File: config.mk
export PLATFORM = sky130hd
export DESIGN_NAME = div16s8s_restoring
export DESIGN_NICKNAME = d
export VERILOG_FILES = /design/src/rtl/div16s8s_pkg.sv /design/src/rtl/div_restoring_step.sv /design/src/rtl/div16s8s_restoring.sv
export SDC_FILE = /design/constraint.sdc
export NUM_CORES = 1
export LEC_CHECK = 0
export CORE_MARGIN = 2
export CORE_UTILIZATION = 57
export CTS_CLUSTER_SIZE = 28
export DETAILED_ROUTE_END_ITERATION = 7
export PLACE_DENSITY = 0.82
export SETUP_SLACK_MARGIN = 0.15
export SLEW_MARGIN = 20
export SYNTH_ARGS = -nofsm -noshare
export SYNTH_HDL_FRONTEND = slang
export SYNTH_HIERARCHICAL = 1
export SYNTH_SLANG_ARGS = --single-unit
export TNS_END_PERCENT = 5
File: constraint.sdc
create_clock -name clk -period 5.17 [get_ports clk]
set_input_delay 0.517 -clock clk [delete_from_list [all_inputs] [get_ports clk]]
set_output_delay 0.517 -clock clk [all_outputs]
set_load 0.02 [all_outputs]
File: src/rtl/div16s8s_pkg.sv
// Shared types and constants for the 16-by-8 signed restoring divider.
package div16s8s_pkg;

    localparam int DIVIDEND_W = 16;
    localparam int DIVISOR_W  = 8;
    localparam int ITERATIONS = 16;
    localparam int CNT_W      = 4;
    localparam int REM_W      = DIVISOR_W + 1;

    typedef enum logic [1:0] {
        IDLE = 2'd0,
        CALC = 2'd1,
        FIX  = 2'd2,
        DONE = 2'd3
    } state_e;

    // Two's-complement magnitude; the most negative value maps to its unsigned magnitude.
    function automatic logic [DIVIDEND_W-1:0] abs_dividend(input logic [DIVIDEND_W-1:0] v);
        return v[DIVIDEND_W-1] ? (~v + 16'd1) : v;
    endfunction

    function automatic logic [DIVISOR_W-1:0] abs_divisor(input logic [DIVISOR_W-1:0] v);
        return v[DIVISOR_W-1] ? (~v + 8'd1) : v;
    endfunction

endpackage

File: src/rtl/div_restoring_step.sv
// One restoring-division iteration: shift in a dividend bit, trial-subtract, keep or restore.
module div_restoring_step
    import div16s8s_pkg::*;
(
    input  logic [REM_W-1:0]     rem_in,
    input  logic                 dvd_bit,
    input  logic [DIVISOR_W-1:0] dvs_mag,
    output logic [REM_W-1:0]     rem_out,
    output logic                 q_bit
);

    logic [REM_W:0] shifted_s;
    logic [REM_W:0] trial_s;

    // The top bit of the widened difference is the borrow of the trial subtraction.
    always_comb begin
        shifted_s = {rem_in, dvd_bit};
        trial_s   = shifted_s - {2'b00, dvs_mag};
        if (trial_s[REM_W]) begin
            q_bit   = 1'b0;
            rem_out = shifted_s[REM_W-1:0];
        end else begin
            q_bit   = 1'b1;
            rem_out = trial_s[REM_W-1:0];
        end
    end

endmodule

File: src/rtl/div16s8s_restoring.sv
// Multi-cycle 16/8 signed truncating divider; one restoring step per cycle.
// Define DIV16S8S_OVERFLOW_DETECT_EN to flag quotients outside [-128,127].
module div16s8s_restoring
    import div16s8s_pkg::*;
(
    input  logic        clk,
    input  logic        rst,
    input  logic        start,
    input  logic [15:0] dividend,
    input  logic [7:0]  divisor,
    output logic        busy,
    output logic        done,
    output logic [7:0]  quotient,
    output logic [7:0]  remainder,
    output logic        div_by_zero,
    output logic        overflow
);

    state_e                state_r;
    state_e                next_state_s;
    logic [DIVIDEND_W-1:0] q_r;
    logic [REM_W-1:0]      rem_r;
    logic [DIVISOR_W-1:0]  dvs_r;
    logic                  neg_q_r;
    logic                  neg_r_r;
    logic [CNT_W-1:0]      cnt_r;
    logic                  busy_r;
    logic                  done_r;
    logic [7:0]            quotient_r;
    logic [7:0]            remainder_r;
    logic                  dbz_r;

    logic                  load_s;
    logic                  load_zero_s;
    logic                  iter_s;
    logic                  fix_s;
    logic [REM_W-1:0]      step_rem_s;
    logic                  step_q_s;
    logic [7:0]            q_fix_s;
    logic [7:0]            r_fix_s;

    div_restoring_step u_step (
        .rem_in  (rem_r),
        .dvd_bit (q_r[DIVIDEND_W-1]),
        .dvs_mag (dvs_r),
        .rem_out (step_rem_s),
        .q_bit   (step_q_s)
    );

    // State register.
    always_ff @(posedge clk or posedge rst) begin
        if (rst) begin
            state_r <= IDLE;
        end else begin
            state_r <= next_state_s;
        end
    end

    // Next-state logic.
    always_comb begin
        next_state_s = state_r;
        case (state_r)
            IDLE: begin
                if (start) begin
                    next_state_s = (divisor == 8'd0) ? DONE : CALC;
                end else begin
                    next_state_s = IDLE;
                end
            end
            CALC: begin
                if (cnt_r == CNT_W'(ITERATIONS - 1)) begin
                    next_state_s = FIX;
                end else begin
                    next_state_s = CALC;
                end
            end
            FIX:     next_state_s = DONE;
            DONE:    next_state_s = IDLE;
            default: next_state_s = IDLE;
        endcase
    end

    // Per-state datapath controls.
    always_comb begin
        load_s      = 1'b0;
        load_zero_s = 1'b0;
        iter_s      = 1'b0;
        fix_s       = 1'b0;
        case (state_r)
            IDLE: begin
                load_s      = start && (divisor != 8'd0);
                load_zero_s = start && (divisor == 8'd0);
            end
            CALC:    iter_s = 1'b1;
            FIX:     fix_s  = 1'b1;
            DONE:    fix_s  = 1'b0;
            default: fix_s  = 1'b0;
        endcase
    end

    // Sign correction; only the low 8 bits of the magnitudes survive.
    always_comb begin
        q_fix_s = neg_q_r ? (~q_r[7:0] + 8'd1) : q_r[7:0];
        r_fix_s = neg_r_r ? (~rem_r[7:0] + 8'd1) : rem_r[7:0];
    end

    // Operand capture, iteration and result registers.
    always_ff @(posedge clk or posedge rst) begin
        if (rst) begin
            q_r         <= 16'd0;
            rem_r       <= 9'd0;
            dvs_r       <= 8'd0;
            neg_q_r     <= 1'b0;
            neg_r_r     <= 1'b0;
            cnt_r       <= 4'd0;
            busy_r      <= 1'b0;
            done_r      <= 1'b0;
            quotient_r  <= 8'd0;
            remainder_r <= 8'd0;
            dbz_r       <= 1'b0;
        end else begin
            busy_r <= (next_state_s != IDLE);
            done_r <= (state_r == DONE);
            if (load_s) begin
                q_r     <= abs_dividend(dividend);
                rem_r   <= 9'd0;
                dvs_r   <= abs_divisor(divisor);
                neg_q_r <= dividend[15] ^ divisor[7];
                neg_r_r <= dividend[15];
                cnt_r   <= 4'd0;
                dbz_r   <= 1'b0;
            end else if (load_zero_s) begin
                quotient_r  <= 8'hFF;
                remainder_r <= dividend[7:0];
                dbz_r       <= 1'b1;
            end else if (iter_s) begin
                q_r   <= {q_r[DIVIDEND_W-2:0], step_q_s};
                rem_r <= step_rem_s;
                cnt_r <= cnt_r + 4'd1;
            end else if (fix_s) begin
                quotient_r  <= q_fix_s;
                remainder_r <= r_fix_s;
            end else begin
                cnt_r <= cnt_r;
            end
        end
    end

`ifdef DIV16S8S_OVERFLOW_DETECT_EN
    logic overflow_r;
    logic ovf_s;

    // A negative quotient may reach magnitude 128, a positive one only 127.
    always_comb begin
        if (neg_q_r) begin
            ovf_s = (q_r > 16'd128);
        end else begin
            ovf_s = (q_r > 16'd127);
        end
    end

    // Overflow flag: cleared on accept, evaluated during sign correction.
    always_ff @(posedge clk or posedge rst) begin
        if (rst) begin
            overflow_r <= 1'b0;
        end else if (load_s || load_zero_s) begin
            overflow_r <= 1'b0;
        end else if (fix_s) begin
            overflow_r <= ovf_s;
        end else begin
            overflow_r <= overflow_r;
        end
    end

    assign overflow = overflow_r;
`else
    assign overflow = 1'b0;
`endif

    assign busy        = busy_r;
    assign done        = done_r;
    assign quotient    = quotient_r;
    assign remainder   = remainder_r;
    assign div_by_zero = dbz_r;

endmodule

# After elaboration in Yosys (flattened, before gate mapping)
# Index checks and enable logic that the tools add are counted.
[word_totals] input_bits=27 output_inout_bits=20 register_bits=60
[op_classes] eq_ne=6 addsub=6 reduce_logical=11 n_mux=31 bitwise_logic=6
[ops] cell="$mux W8" count=9
[ops] cell="$mux W16" count=4
[ops] cell="$mux W9" count=4
[ops] cell="$add A8 B1 Y8 const B" count=3
[ops] cell="$not A8 Y8" count=3
[ops] cell="$add A16 B1 Y16 const B" count=1
[ops] cell="$not A16 Y16" count=1
[ops] cell="$mux W4" count=3
[ops] cell="$sub A10 B8 Y10" count=1
[ops] cell="$logic_not A8 Y1" count=1
[ops] cell="$pmux W2 S4" count=1
[ops] cell="$reduce_bool A2 Y1" count=4
[ops] cell="$reduce_bool A8 Y1" count=1
[ops] cell="$mux W1" count=7
[ops] cell="$mux W2" count=3
[ops] cell="$add A4 B1 Y4 const B" count=1
[ops] cell="$eq A2 B2 Y1 const B" count=2
[ops] cell="$eq A4 B4 Y1 const B" count=1
[ops] cell="$ne A2 B2 Y1 const B" count=2
[ops] cell="$reduce_and A3 Y1" count=1
[ops] cell="$eq A2 B1 Y1 const B" count=1
[ops] cell="$logic_and A1 B1 Y1" count=2
[ops] cell="$logic_not A2 Y1" count=1
[ops] cell="$reduce_and A2 Y1" count=1
[ops] cell="2 further kinds" count=2

# Logic depth before layout (Yosys ltp)
# Gate-level depths: netlist of run 1.
[logic_depth] ltp_word=6 ltp_mapped=10 mapped_depth_nobuf=10

# Cells and area by module
# The synthesis of run 1 kept the hierarchy.
[by_module_without_submodules] module="div16s8s_restoring" seq_area_each_um2=1501.4 cells_each=352 n_inst=1 area_each_um2=3249.4
[by_module_without_submodules] module="div_restoring_step" seq_area_each_um2=0.0 cells_each=72 n_inst=1 area_each_um2=565.5

# Least setup slack after synthesis of run 1
# No wires, ideal clock.
[synth_path] kind="flip-flop to flip-flop" startpoint="register rem_r[1]" endpoint="register rem_r[2]" path_stages_with_launch=10 arrival_time_ns=2.045 setup_time_ns=0.120 path_slack_ns=3.005 path_buffers=1 path_cell_list="dfrtp_1 -> ha_1 -> nor2_1 -> a211oi_4 -> o211a_1 -> a211o_1 -> buf_6 -> mux2_4 -> nand2_1 -> a21oi_1"
[synth_between] elab_chain_cells=5
[synth_rtl] element="start, declared" line="div16s8s_restoring.sv:22" text="logic [REM_W-1:0] rem_r;"
[synth_rtl] element="start signal, assigned" line="div16s8s_restoring.sv:138" text="rem_r <= step_rem_s;"
[synth_rtl] element="$sub A10 B8 Y10" line="div_restoring_step.sv:18" text="trial_s = shifted_s - {2'b00, dvs_mag};"
[synth_rtl] element="$mux W9 *" line="div_restoring_step.sv:19" text="if (trial_s[REM_W]) begin"
[synth_rtl] element="via step_rem_s[2]" line="div16s8s_restoring.sv:37" text="logic [REM_W-1:0] step_rem_s;"
[synth_rtl] element="$mux W9 *" line="div16s8s_restoring.sv:136" text="end else if (iter_s) begin"
[synth_rtl] element="$mux W9 *" line="div16s8s_restoring.sv:132" text="end else if (load_zero_s) begin"
[synth_rtl] element="$mux W9 *" line="div16s8s_restoring.sv:124" text="if (load_s) begin"
# Mark *: on every way through the listed nets, which the timed path passes. The rest lies on a longest branch. The select of a mux whose other input is x is not followed.
# A chain may end at the register's enable or synchronous reset.

# Worst setup path after layout of run 1
[layout_path] startpoint="register rem_r[0]" endpoint="register rem_r[8]"
[layout_between] elab_chain_cells=5
[layout_rtl] element="$sub A10 B8 Y10" line="div_restoring_step.sv:18"
[layout_rtl] element="$mux W9" line="div_restoring_step.sv:19"
[layout_rtl] element="via step_rem_s[8]" line="div16s8s_restoring.sv:37"
[layout_rtl] element="$mux W9" line="div16s8s_restoring.sv:136"
[layout_rtl] element="$mux W9" line="div16s8s_restoring.sv:132"
[layout_rtl] element="$mux W9" line="div16s8s_restoring.sv:124"
# The timed path passes the listed nets, and every way through them passes these cells. The select of a mux whose other input is x is not followed.

==> results of run 1 <==
[flip-flops by register name, indices dropped and copies added (netlist names)]
name         cells
neg_r_r          1
remainder        8
div_by_zero      1
neg_q_r          1
q_r             16
quotient         8
cnt_r            4
rem_r            9
state_r          2
busy             1
dvs_r            8
done             1
[cells in the final DEF (no fill, tap or decap), types with 2 or more instances in the layout]
master / Yosys / final
sky130_fd_sc_hd__a211oi_1: 12 / 12
sky130_fd_sc_hd__a21boi_0: 5 / 5
sky130_fd_sc_hd__a21oi_1: 36 / 36
sky130_fd_sc_hd__a221o_1: 3 / 3
sky130_fd_sc_hd__and2_1: 12 / 12
sky130_fd_sc_hd__buf_4: 1 / 3
sky130_fd_sc_hd__clkbuf_1: 11 / 2
sky130_fd_sc_hd__clkbuf_8: 0 / 10
sky130_fd_sc_hd__clkdlybuf4s50_1: 0 / 45
sky130_fd_sc_hd__clkinv_2: 0 / 2
sky130_fd_sc_hd__dfrtp_1: 60 / 60
sky130_fd_sc_hd__ha_1: 13 / 13
sky130_fd_sc_hd__inv_1: 21 / 20
sky130_fd_sc_hd__inv_2: 1 / 2
sky130_fd_sc_hd__mux2_2: 3 / 3
sky130_fd_sc_hd__mux2_4: 5 / 5
sky130_fd_sc_hd__mux2i_1: 9 / 9
sky130_fd_sc_hd__nand2_1: 52 / 52
sky130_fd_sc_hd__nand2b_1: 7 / 7
sky130_fd_sc_hd__nand3_1: 5 / 5
sky130_fd_sc_hd__nand4_1: 2 / 2
sky130_fd_sc_hd__nor2_1: 35 / 35
sky130_fd_sc_hd__nor2b_1: 4 / 3
sky130_fd_sc_hd__nor3_1: 7 / 7
sky130_fd_sc_hd__nor4_1: 4 / 4
sky130_fd_sc_hd__o211ai_1: 8 / 8
sky130_fd_sc_hd__o21a_1: 2 / 2
sky130_fd_sc_hd__o21ai_0: 24 / 24
sky130_fd_sc_hd__o31ai_1: 8 / 8
sky130_fd_sc_hd__or3_1: 2 / 2
sky130_fd_sc_hd__or4_1: 2 / 2
sky130_fd_sc_hd__or4_4: 2 / 2
sky130_fd_sc_hd__xnor2_1: 13 / 13
sky130_fd_sc_hd__xor2_1: 24 / 24
[worst min-delay path by stage]
stage | startpoint | endpoint | depth (start not counted)
2_1_floorplan | dvs_r[6] | dvs_r[6] | 2
3_3_place_gp | quotient[1] | quotient[1] | 2
3_5_place_dp | div_by_zero | div_by_zero | 2
4_1_cts | div_by_zero | div_by_zero | 2
5_1_grt | quotient[4] | quotient[4] | 2
6_report | quotient[2] | quotient[2] | 2
[cells by family (layout without fill, tap and decap cells)]
logic type | count (synthesis) | count (layout)
and+or+nand+nor | 140 | 140
AOI/OAI and AO/OA | 112 | 112
DFF | 60 | 60
buffers and inverters | 43 | 86
xor gates and xnor gates | 37 | 37
muxes | 17 | 17
adders and majority gates | 14 | 14
other | 1 | 1
[power by group through the flow]
stage	clock [mW]	combinational, mW	sequential, mW
after floorplan	0	1.14	0.877
after global placement	0	1.42	0.881
after detailed placement	0	1.47	0.888
after CTS	0.422	1.48	0.883
after global routing	0.446	1.65	0.912
final	0.418	1.48	0.886
[tightest hold or removal path, cell delays in order (launching register included)]
cell	delay, ns
sky130_fd_sc_hd__dfrtp_1	0.35
sky130_fd_sc_hd__nand2_1	0.05
sky130_fd_sc_hd__o211ai_1	0.08
[stage by stage]
stage | hold slack (ns) | total power [mW] | std cells | cell area, um^2 | utilization
floorplan | 0.478 | 2.02 | 424 | 3810 | -
global placement | 0.492 | 2.30 | 528 | 4270 | 0.665
detailed placement | 0.494 | 2.36 | 528 | 4270 | 0.665
CTS | 0.512 | 2.78 | 544 | 4460 | 0.695
global route | 0.532 | 3.01 | 544 | 4470 | 0.696
finish | 0.514 | 2.79 | 544 | 4470 | 0.696
[per-layer routing]
| layer | track usage | up-vias | routed length (um) |
|---|---|---|---|
| met3 | 0.0481 | 4 | 437 |
| met2 | 0.397 | 84 | 4110 |
| met4 | 0.0592 | 0 | 31 |
| met5 | 0 | - | 0 |
| li1 | - | 1561 | - |
| met1 | 0.313 | 1533 | 3810 |
[cell type report]
type,count,area [um^2]
timing repair buffer,48,473
sequential,60,1500
multi-input combinational,321,2120
inverter,22,82.6
fill,500,1950
clock inverter,4,48.8
tap,77,96.3
clock buffer,12,145
==> impl_summary.log, run 1 <==
[metrics] standard-cell rows: 29
[metrics] Antenna Diode Count: 0
[metrics] clock buffers created by TritonCTS: 9
[metrics] quantity of gates resized following cts: 0
[metrics] Logic pwr share: 0.532
[metrics] WS Path Type: flop to flop
[metrics] worst hold-check path type: flop to flop
[metrics] root cell of the clock tree: sky130_fd_sc_hd__clkbuf_8
[metrics] initial core utilization: 0.594
[metrics] post-synthesis adder-cell area fraction: 0.0479
[metrics] first-pass GRT wire length: 13800 um
[metrics] Largest delay share family, worst path: compound AO/OA/AOI/OAI gates
[metrics] cts-stage hold buffer count: 0
[metrics] HPWL after detailed placement: 5820 um
[metrics] run status: finished, violations left
[metrics] most instantiated cells after synthesis: sky130_fd_sc_hd__dfrtp_1, sky130_fd_sc_hd__nand2_1, sky130_fd_sc_hd__a21oi_1
[metrics] buffering stage count on the worst path with inverters included: 1
[metrics] overall die area: 7360 um^2
[metrics] overall overflow remaining after global route: 0
[metrics] Post-synth EDFFs: 0
[metrics] synthesized area: 3810 um^2
[metrics] total length of routed wires: 8390 um
[metrics] DR WL/cell: 15.4 um
[metrics] multiplexer share of the synthesized area: 0.0521
[metrics] residual DRC count: 5
[metrics] slew of the pin with the lowest slew margin: 0.910 ns
[metrics] clock slew at reported path FFs: 0.07 ns
[metrics] VDD IR max: 0.000334 V
[metrics] worst reg2reg startpoint: rem_r[0]
[metrics] post-route setup TNS: 0 ns
[metrics] weighted congestion reported at the end of routability-driven placement: 0.876
[metrics] largest family of logic cells by synthesized area: compound AO/OA/AOI/OAI gates
[metrics] main area contributors after synthesis: sky130_fd_sc_hd__dfrtp_1, sky130_fd_sc_hd__xor2_1, sky130_fd_sc_hd__nand2_1
[metrics] deepest level of the CTS H-tree: 3
[metrics] post-synthesis net count: 465
[metrics] Area growth syn-to-layout: 17.2%
[metrics] Fin. Hold Viols: 0
[metrics] Required @ worst endpoint: 5.35 ns
[metrics] share of the clock period used by the worst path after layout: 0.506
[metrics] GRT Util Overall: 0.235
[metrics] maximum clock path buffer count: 2
[metrics] maximum achievable frequency: 382 MHz
[metrics] CP Cell Sequence: inv_1 -> fa_1 -> nand2b_1 -> a2111oi_0 -> nor2_1 -> or4b_1 -> nand3_1 -> nand2_1 -> a21oi_1
[metrics] width of the die: 85.8 um
[metrics] synthesized-area fraction occupied by xor and xnor cells: 0.0849
[metrics] maximum number of pins on one net before global-route repair: 62
[metrics] Finish-stage setup viols: 0
[metrics] Worst Path Arrival: 2.80 ns
[metrics] crit end category: flop
[metrics] worst setup path startpoint: rem_r[0]
[metrics] TritonCTS clock tree: built
[metrics] slack of the worst reg-to-reg path: 2.56 ns
[metrics] clk_skew: 0.00874 ns
[metrics] top-level I/O count: 47
[metrics] fraction of registers with async set/reset: 1.00
[metrics] LEAKAGE: 1.98 nW
[metrics] share of layout cells above drive strength 1: 0.0835
[metrics] count of buffers inserted at the top-level ports: 45
[metrics] most used standard cell by instance count after synthesis: sky130_fd_sc_hd__dfrtp_1
[metrics] clock insertion delay at the later pin of the skew report: 0.33 ns
[metrics] Pre-antenna DRT Iters: 6
[metrics] core region area: 6420 um^2
[metrics] worst reg2reg path depth: 9
[metrics] violations in the final reports: design-rule violations
[metrics] proportion of power drawn by flip-flops and latches: 0.318
[metrics] kind of launch point of the worst setup path: flop
[metrics] height of the die: 85.8 um
[metrics] Slowest-stage cell, CP: sky130_fd_sc_hd__a2111oi_0
[metrics] fraction of power spent switching nets: 0.414
[metrics] Post-Place Worst Slack: 2.22 ns
[metrics] library cell with the largest summed area after synthesis: sky130_fd_sc_hd__dfrtp_1
[metrics] total number of cells along the worst setup path: 9
[metrics] setup ws final: 2.56 ns
[metrics] Yosys cell types: 55
[metrics] worst slew margin relative to its limit: 0.393
[metrics] Post-synth top flop: sky130_fd_sc_hd__dfrtp_1
[metrics] vias: 3182
[metrics] number of instances in the synthesized netlist: 424
[metrics] final critical-path required period: 2.61 ns
[metrics] final antenna-violating net count: 0
[metrics] sequential area share after synthesis: 0.394
[metrics] Compound-Gate Fraction of Synth Area: 0.191
[metrics] Final Net Count: 503
[metrics] final number of max-transition violations: 0
[metrics] vias in the first global route: 3037
[metrics] count of maximum capacitance violations: 0
[metrics] unrepaired setup endpoints after global routing: no
[metrics] post-synthesis area per instance: 9.00 um^2
[metrics] Initial DRC Count: 228
[metrics] Power Internal: 1.63 mW
[metrics] via density per instance: 5.85
[metrics] capture point of the critical path: rem_r[8]
[metrics] number of sinks handled by clock tree synthesis: 60
[metrics] net switching power: 1.15 mW
[metrics] largest incremental delay on the critical path: 0.69 ns
[metrics] number of buffers inserted to repair setup after CTS: 0
[metrics] number of storage elements in the synthesis netlist: 60
[metrics] synth warn: 6
[metrics] peak fanout along the critical path: 7
[metrics] RR Endpoint: rem_r[8]
[metrics] clock network fraction of total power: 0.150
[metrics] portion of synthesized cell area occupied by the leading cell type: 0.394
[metrics] post-synthesis simple-gate area fraction: 0.177
[metrics] antenna violations before repair: 0
[metrics] Pwr per Cell Area: 623 nW/um^2
Note: power is estimated with default switching activity, not from simulation.
==> inputs of run 2 (changes only) <==
- CORE_UTILIZATION: 57 -> 51
- PLACE_DENSITY: 0.82 -> 0.77
- clock period: 5.17 -> 2.25 ns (I/O delays scaled with it)
==> impl_summary.log, run 2 (synthesis results as in run 1) <==
[metrics] kind of launch point of the worst setup path: flop
[metrics] clk_skew: 0.00617 ns
[metrics] worst hold-check path type: primary input to asynchronous set/reset pin
[metrics] VDD IR max: 0.000725 V
[metrics] HPWL after detailed placement: 6630 um
[metrics] clock buffers created by TritonCTS: 9
[metrics] vias in the first global route: 3273
[metrics] weighted congestion reported at the end of routability-driven placement: 0.852
[metrics] count of maximum capacitance violations: 0
[metrics] most used cells in the layout excluding fill and tap cells: sky130_fd_sc_hd__dfrtp_1, sky130_fd_sc_hd__nand2_1, sky130_fd_sc_hd__clkdlybuf4s50_1
[metrics] initial core utilization: 0.526
[metrics] largest reg by FF count: q_r
[metrics] final critical-path required period: 2.32 ns
[metrics] overall die area: 8190 um^2
[metrics] worst reg2reg startpoint: dvs_r[0]
[metrics] flip-flop count of the largest register after layout: 16
[metrics] maximum achievable frequency: 431 MHz
[metrics] core region area: 7250 um^2
[metrics] Antenna Diode Count: 0
[metrics] clock slew at reported path FFs: 0.07 ns
[metrics] cts-stage hold buffer count: 0
[metrics] violations in the final reports: negative setup slack
[metrics] Worst Path Arrival: 2.54 ns
[metrics] crit end category: flop
[metrics] peak fanout along the critical path: 7
[metrics] setup ws final: -0.0718 ns
[metrics] total length of routed wires: 9450 um
[metrics] share of the clock period used by the worst path after layout: 1.03
[metrics] top-level I/O count: 47
[metrics] root cell of the clock tree: sky130_fd_sc_hd__clkbuf_8
[metrics] Power, Total: 7.51 mW
[metrics] worst slew margin relative to its limit: 0.611
[metrics] residual DRC count: 0
[metrics] TritonCTS clock tree: built
[metrics] post-route setup TNS: -0.184 ns
[metrics] via density per instance: 5.66
[metrics] width of the die: 90.5 um
[metrics] DR WL/cell: 15.5 um
[metrics] first-pass GRT wire length: 15500 um
[metrics] LEAKAGE: 2.22 nW
[metrics] deepest level of the CTS H-tree: 3
[metrics] worst reg2reg path depth: 10
[metrics] overall overflow remaining after global route: 0
[metrics] run status: finished, violations left
[metrics] antenna violations before repair: 0
[metrics] biggest regs: q_r: 16 flops, rem_r: 9 flops
[metrics] share of layout cells above drive strength 1: 0.206
[metrics] clock insertion delay at the later pin of the skew report: 0.34 ns
[metrics] slew of the pin with the lowest slew margin: 0.582 ns
[metrics] maximum clock path buffer count: 2
[metrics] number of sinks handled by clock tree synthesis: 60
[metrics] final antenna-violating net count: 0
[metrics] worst setup path startpoint: dvs_r[0]
[metrics] unrepaired setup endpoints after global routing: yes
[metrics] RR Endpoint: rem_r[2]
[metrics] Pre-antenna DRT Iters: 4
[metrics] height of the die: 90.5 um
[metrics] vias: 3444
[metrics] Initial DRC Count: 216
[metrics] standard-cell rows: 31
[metrics] Area growth syn-to-layout: 31.6%
[metrics] Required @ worst endpoint: 2.47 ns
[metrics] GRT Util Overall: 0.234
[metrics] count of buffers inserted at the top-level ports: 45
[metrics] Pwr per Cell Area: 1500 nW/um^2
[metrics] slack of the worst reg-to-reg path: -0.07 ns
[metrics] Fin. Hold Viols: 0
[metrics] count of filler cells inserted in the layout: 575
[metrics] most common cell after layout, fill and taps aside: sky130_fd_sc_hd__dfrtp_1
[metrics] maximum number of pins on one net before global-route repair: 61
[metrics] Final Net Count: 545
[metrics] WS Path Type: flop to flop
[metrics] final number of max-transition violations: 0
[metrics] Finish-stage setup viols: 3
-- run 2: cell count changes in the layout (fill, tap and decap cells not counted), moves of 2 or more --
cell / previous run / this run
sky130_fd_sc_hd__ha_4: 0 / 5
sky130_fd_sc_hd__a211oi_1: 12 / 10
sky130_fd_sc_hd__a21oi_1: 36 / 29
sky130_fd_sc_hd__a211oi_2: 0 / 2
sky130_fd_sc_hd__a21oi_2: 1 / 8
sky130_fd_sc_hd__ha_1: 13 / 8
sky130_fd_sc_hd__buf_6: 0 / 4
sky130_fd_sc_hd__buf_12: 0 / 2
sky130_fd_sc_hd__clkbuf_1: 2 / 0
sky130_fd_sc_hd__buf_4: 3 / 39
-- run 2: worst max-delay path, stage by stage (launching register included) --
cell and delay [ns]:
sky130_fd_sc_hd__dfrtp_1 0.41, sky130_fd_sc_hd__ha_4 0.18, sky130_fd_sc_hd__buf_6 0.10, sky130_fd_sc_hd__nand2b_4 0.14
sky130_fd_sc_hd__a211oi_4 0.29, sky130_fd_sc_hd__o21ai_2 0.12, sky130_fd_sc_hd__a211o_4 0.41, sky130_fd_sc_hd__buf_6 0.14
sky130_fd_sc_hd__mux2_4 0.28, sky130_fd_sc_hd__nand2_1 0.06, sky130_fd_sc_hd__a21oi_1 0.07
-- run 2: worst max path at each step --
| stage | slack [ns] | endpoint | cells after the start |
|---|---|---|---|
| 3_5_place_dp | -0.12 | remainder[5] | 8 |
| 3_3_place_gp | -0.08 | quotient[3] | 8 |
| 2_1_floorplan | 0.12 | rem_r[2] | 9 |
| 5_1_grt | -0.14 | rem_r[2] | 10 |
| 6_report | -0.07 | rem_r[2] | 10 |
| 4_1_cts | 0.02 | rem_r[1] | 10 |
-- run 2: cell type report --
| class | count | area (um^2) | area share |
|---|---|---|---|
| multi-input combinational | 321 | 2260 | 0.450 |
| clock buffer | 10 | 138 | 0.0274 |
| sequential | 60 | 1500 | 0.299 |
| inverter | 22 | 82.6 | 0.0165 |
| timing repair buffer | 90 | 828 | 0.165 |
| tap | 99 | 124 | 0.0247 |
| clock inverter | 6 | 86.3 | 0.0172 |
-- run 2: through the flow --
stage          std cells  area, um^2  utilization  hold slack, ns  worst slack (ns)
6_report             608        5020        0.692           0.262           -0.0718
5_1_grt              608        5020        0.692           0.321            -0.139
4_1_cts              605        4930        0.680           0.296            0.0233
3_5_place_dp         587        4620        0.636           0.495            -0.115
3_3_place_gp         587        4620        0.636           0.490           -0.0779
2_1_floorplan        424        3830            -           0.342             0.120
-- run 2: layer usage --
metal / vias up / part of all wire / GRT usage
met3: 19 / 0.050 / 0.0426
met5: - / 0 / 0
met2: 112 / 0.48 / 0.373
met1: 1672 / 0.45 / 0.317
met4: 0 / 0.018 / 0.0936
li1: 1641 / - / -
-- run 2: power by group --
group	total [mW]	switching [mW]	internal, mW	leakage, nW
clock network	1.10	0.444	0.654	0.113
logic	4.43	2.18	2.25	1.40
registers	1.98	0.423	1.55	0.704
-- run 2: repair_timing --
item | 4_1_cts | 5_1_grt
gates resized for setup | 14 | 15
pin swaps | 5 | 5
endpoints found under the setup margin | 10 | 19
setup buffers | 2 | 3
==> inputs of run 3 (changes only) <==
- GPL_ROUTABILITY_DRIVEN: default -> 0
- SETUP_SLACK_MARGIN: 0.15 -> 0.02
==> impl_summary.log, run 3 (synthesis results as in run 1) <==
[metrics] Post-Place Worst Slack: -0.183 ns
[metrics] number of sinks handled by clock tree synthesis: 60
[metrics] area of the multi-input gates: 2240 um^2
[metrics] deepest level of the CTS H-tree: 3
[metrics] share of layout cells above drive strength 1: 0.194
[metrics] clock insertion delay at the later pin of the skew report: 0.34 ns
[metrics] via density per instance: 5.61
[metrics] overall die area: 8190 um^2
[metrics] maximum clock path buffer count: 2
[metrics] unrepaired setup endpoints after global routing: yes
[metrics] Initial DRC Count: 173
[metrics] total length of routed wires: 9600 um
[metrics] Area growth syn-to-layout: 31.2%
[metrics] height of the die: 90.5 um
[metrics] clock slew at reported path FFs: 0.07 ns
[metrics] setup ws final: 0.0238 ns
[metrics] Worst Path Arrival: 2.48 ns
[metrics] cts-stage hold buffer count: 0
[metrics] residual DRC count: 0
[metrics] Final Net Count: 545
[metrics] Fin. Hold Viols: 0
[metrics] antenna violations before repair: 0
[metrics] most used cells in the layout excluding fill and tap cells: sky130_fd_sc_hd__dfrtp_1, sky130_fd_sc_hd__nand2_1, sky130_fd_sc_hd__clkdlybuf4s50_1
[metrics] slew of the pin with the lowest slew margin: 0.675 ns
[metrics] post-route setup TNS: 0 ns
[metrics] WS Path Type: flop to flop
[metrics] core region area: 7250 um^2
[metrics] run status: finished clean
[metrics] final number of max-transition violations: 0
[metrics] clk_skew: 0.0106 ns
[metrics] GRT Util Overall: 0.242
[metrics] clock buffers created by TritonCTS: 9
[metrics] count of filler cells inserted in the layout: 557
[metrics] flip-flop count of the largest register after layout: 16
[metrics] standard-cell rows: 31
[metrics] kind of launch point of the worst setup path: flop
[metrics] smallest hold slack: 0.207 ns
[metrics] peak fanout along the critical path: 8
[metrics] Required @ worst endpoint: 2.51 ns
[metrics] sequential cell area in the final layout: 1500 um^2
[metrics] Finish-stage setup viols: 0
[metrics] Antenna Diode Count: 0
[metrics] worst hold-check path type: primary input to asynchronous set/reset pin
[metrics] vias in the first global route: 3497
[metrics] final core occ: 0.690
[metrics] Pre-antenna DRT Iters: 4
[metrics] initial core utilization: 0.526
[metrics] count of buffers inserted at the top-level ports: 45
[metrics] worst slew margin relative to its limit: 0.549
[metrics] LEAKAGE: 2.22 nW
[metrics] VDD IR max: 0.000637 V
[metrics] width of the die: 90.5 um
[metrics] crit end category: flop
[metrics] most common cell after layout, fill and taps aside: sky130_fd_sc_hd__dfrtp_1
[metrics] count of maximum capacitance violations: 0
[metrics] overall overflow remaining after global route: 0
[metrics] TritonCTS clock tree: built
[metrics] maximum number of pins on one net before global-route repair: 35
[metrics] root cell of the clock tree: sky130_fd_sc_hd__clkbuf_8
[metrics] largest reg by FF count: q_r
[metrics] biggest regs: q_r: 16 flops, rem_r: 9 flops
[metrics] top-level I/O count: 47
[metrics] share of the clock period used by the worst path after layout: 0.989
[metrics] maximum achievable frequency: 449 MHz
[metrics] final antenna-violating net count: 0
[metrics] DR WL/cell: 15.8 um
[metrics] HPWL after detailed placement: 6790 um
[metrics] first-pass GRT wire length: 16100 um
[metrics] Pwr per Cell Area: 1490 nW/um^2
[metrics] vias: 3410
[metrics] final critical-path required period: 2.23 ns
run 3: layout make-up:
type                    count  area share
well taps                  99      0.0248
clock inverters             5      0.0167
multi-input cells         321       0.447
inverters                  22      0.0165
clock buffers              11      0.0302
repair buffers             90       0.165
flip-flops and latches     60       0.300
run 3: worst max-delay path: stages, from the launching register on:
cell                       delay (ns)
sky130_fd_sc_hd__dfrtp_1         0.42
sky130_fd_sc_hd__ha_4            0.19
sky130_fd_sc_hd__buf_6           0.11
sky130_fd_sc_hd__nand2b_4        0.15
sky130_fd_sc_hd__a211oi_4        0.26
sky130_fd_sc_hd__o21ai_2         0.11
sky130_fd_sc_hd__a211o_4         0.42
sky130_fd_sc_hd__buf_6           0.15
sky130_fd_sc_hd__mux2i_1         0.15
sky130_fd_sc_hd__nand2_1         0.08
sky130_fd_sc_hd__a21oi_1         0.13
run 3: final timing paths:
path                        startpoint          end  slack [ns]  cells after the start
setup / recovery              dvs_r[0]     rem_r[1]        0.02                     10
max in group asynchronous          rst     dvs_r[3]        1.47                      3
setup reg to reg              dvs_r[0]     rem_r[1]        0.02                     10
min in group clk           quotient[3]  quotient[3]        0.51                      2
hold reg to reg            quotient[3]  quotient[3]        0.51                      2
hold / removal                     rst  quotient[1]        0.21                      2
run 3: per-layer routing:
layer  share of wire  GRT usage
met2            0.50      0.401
met1            0.44      0.322
met5               0          0
met3           0.049     0.0384
met4           0.014     0.0821
run 3: timing repair:
action / CTS / global route
pin swaps: 6 / 6
endpoints found under the setup margin: 9 / 9
buffers inserted: 1 / 0
resized for setup: 14 / 11
run 3: through the flow:
stage               power [mW]  instances  area [um^2]
finish                    7.44        608         5000
global route              7.95        608         5000
CTS                       7.22        608         4930
detailed placement        5.87        591         4630
global placement          5.69        591         4630
floorplan                 4.65        424         3810
run 3: power breakdown:
group	internal, mW	switching [mW]	leakage (nW)
clock network	0.686	0.432	0.112
logic	2.18	2.15	1.40
registers	1.56	0.426	0.704
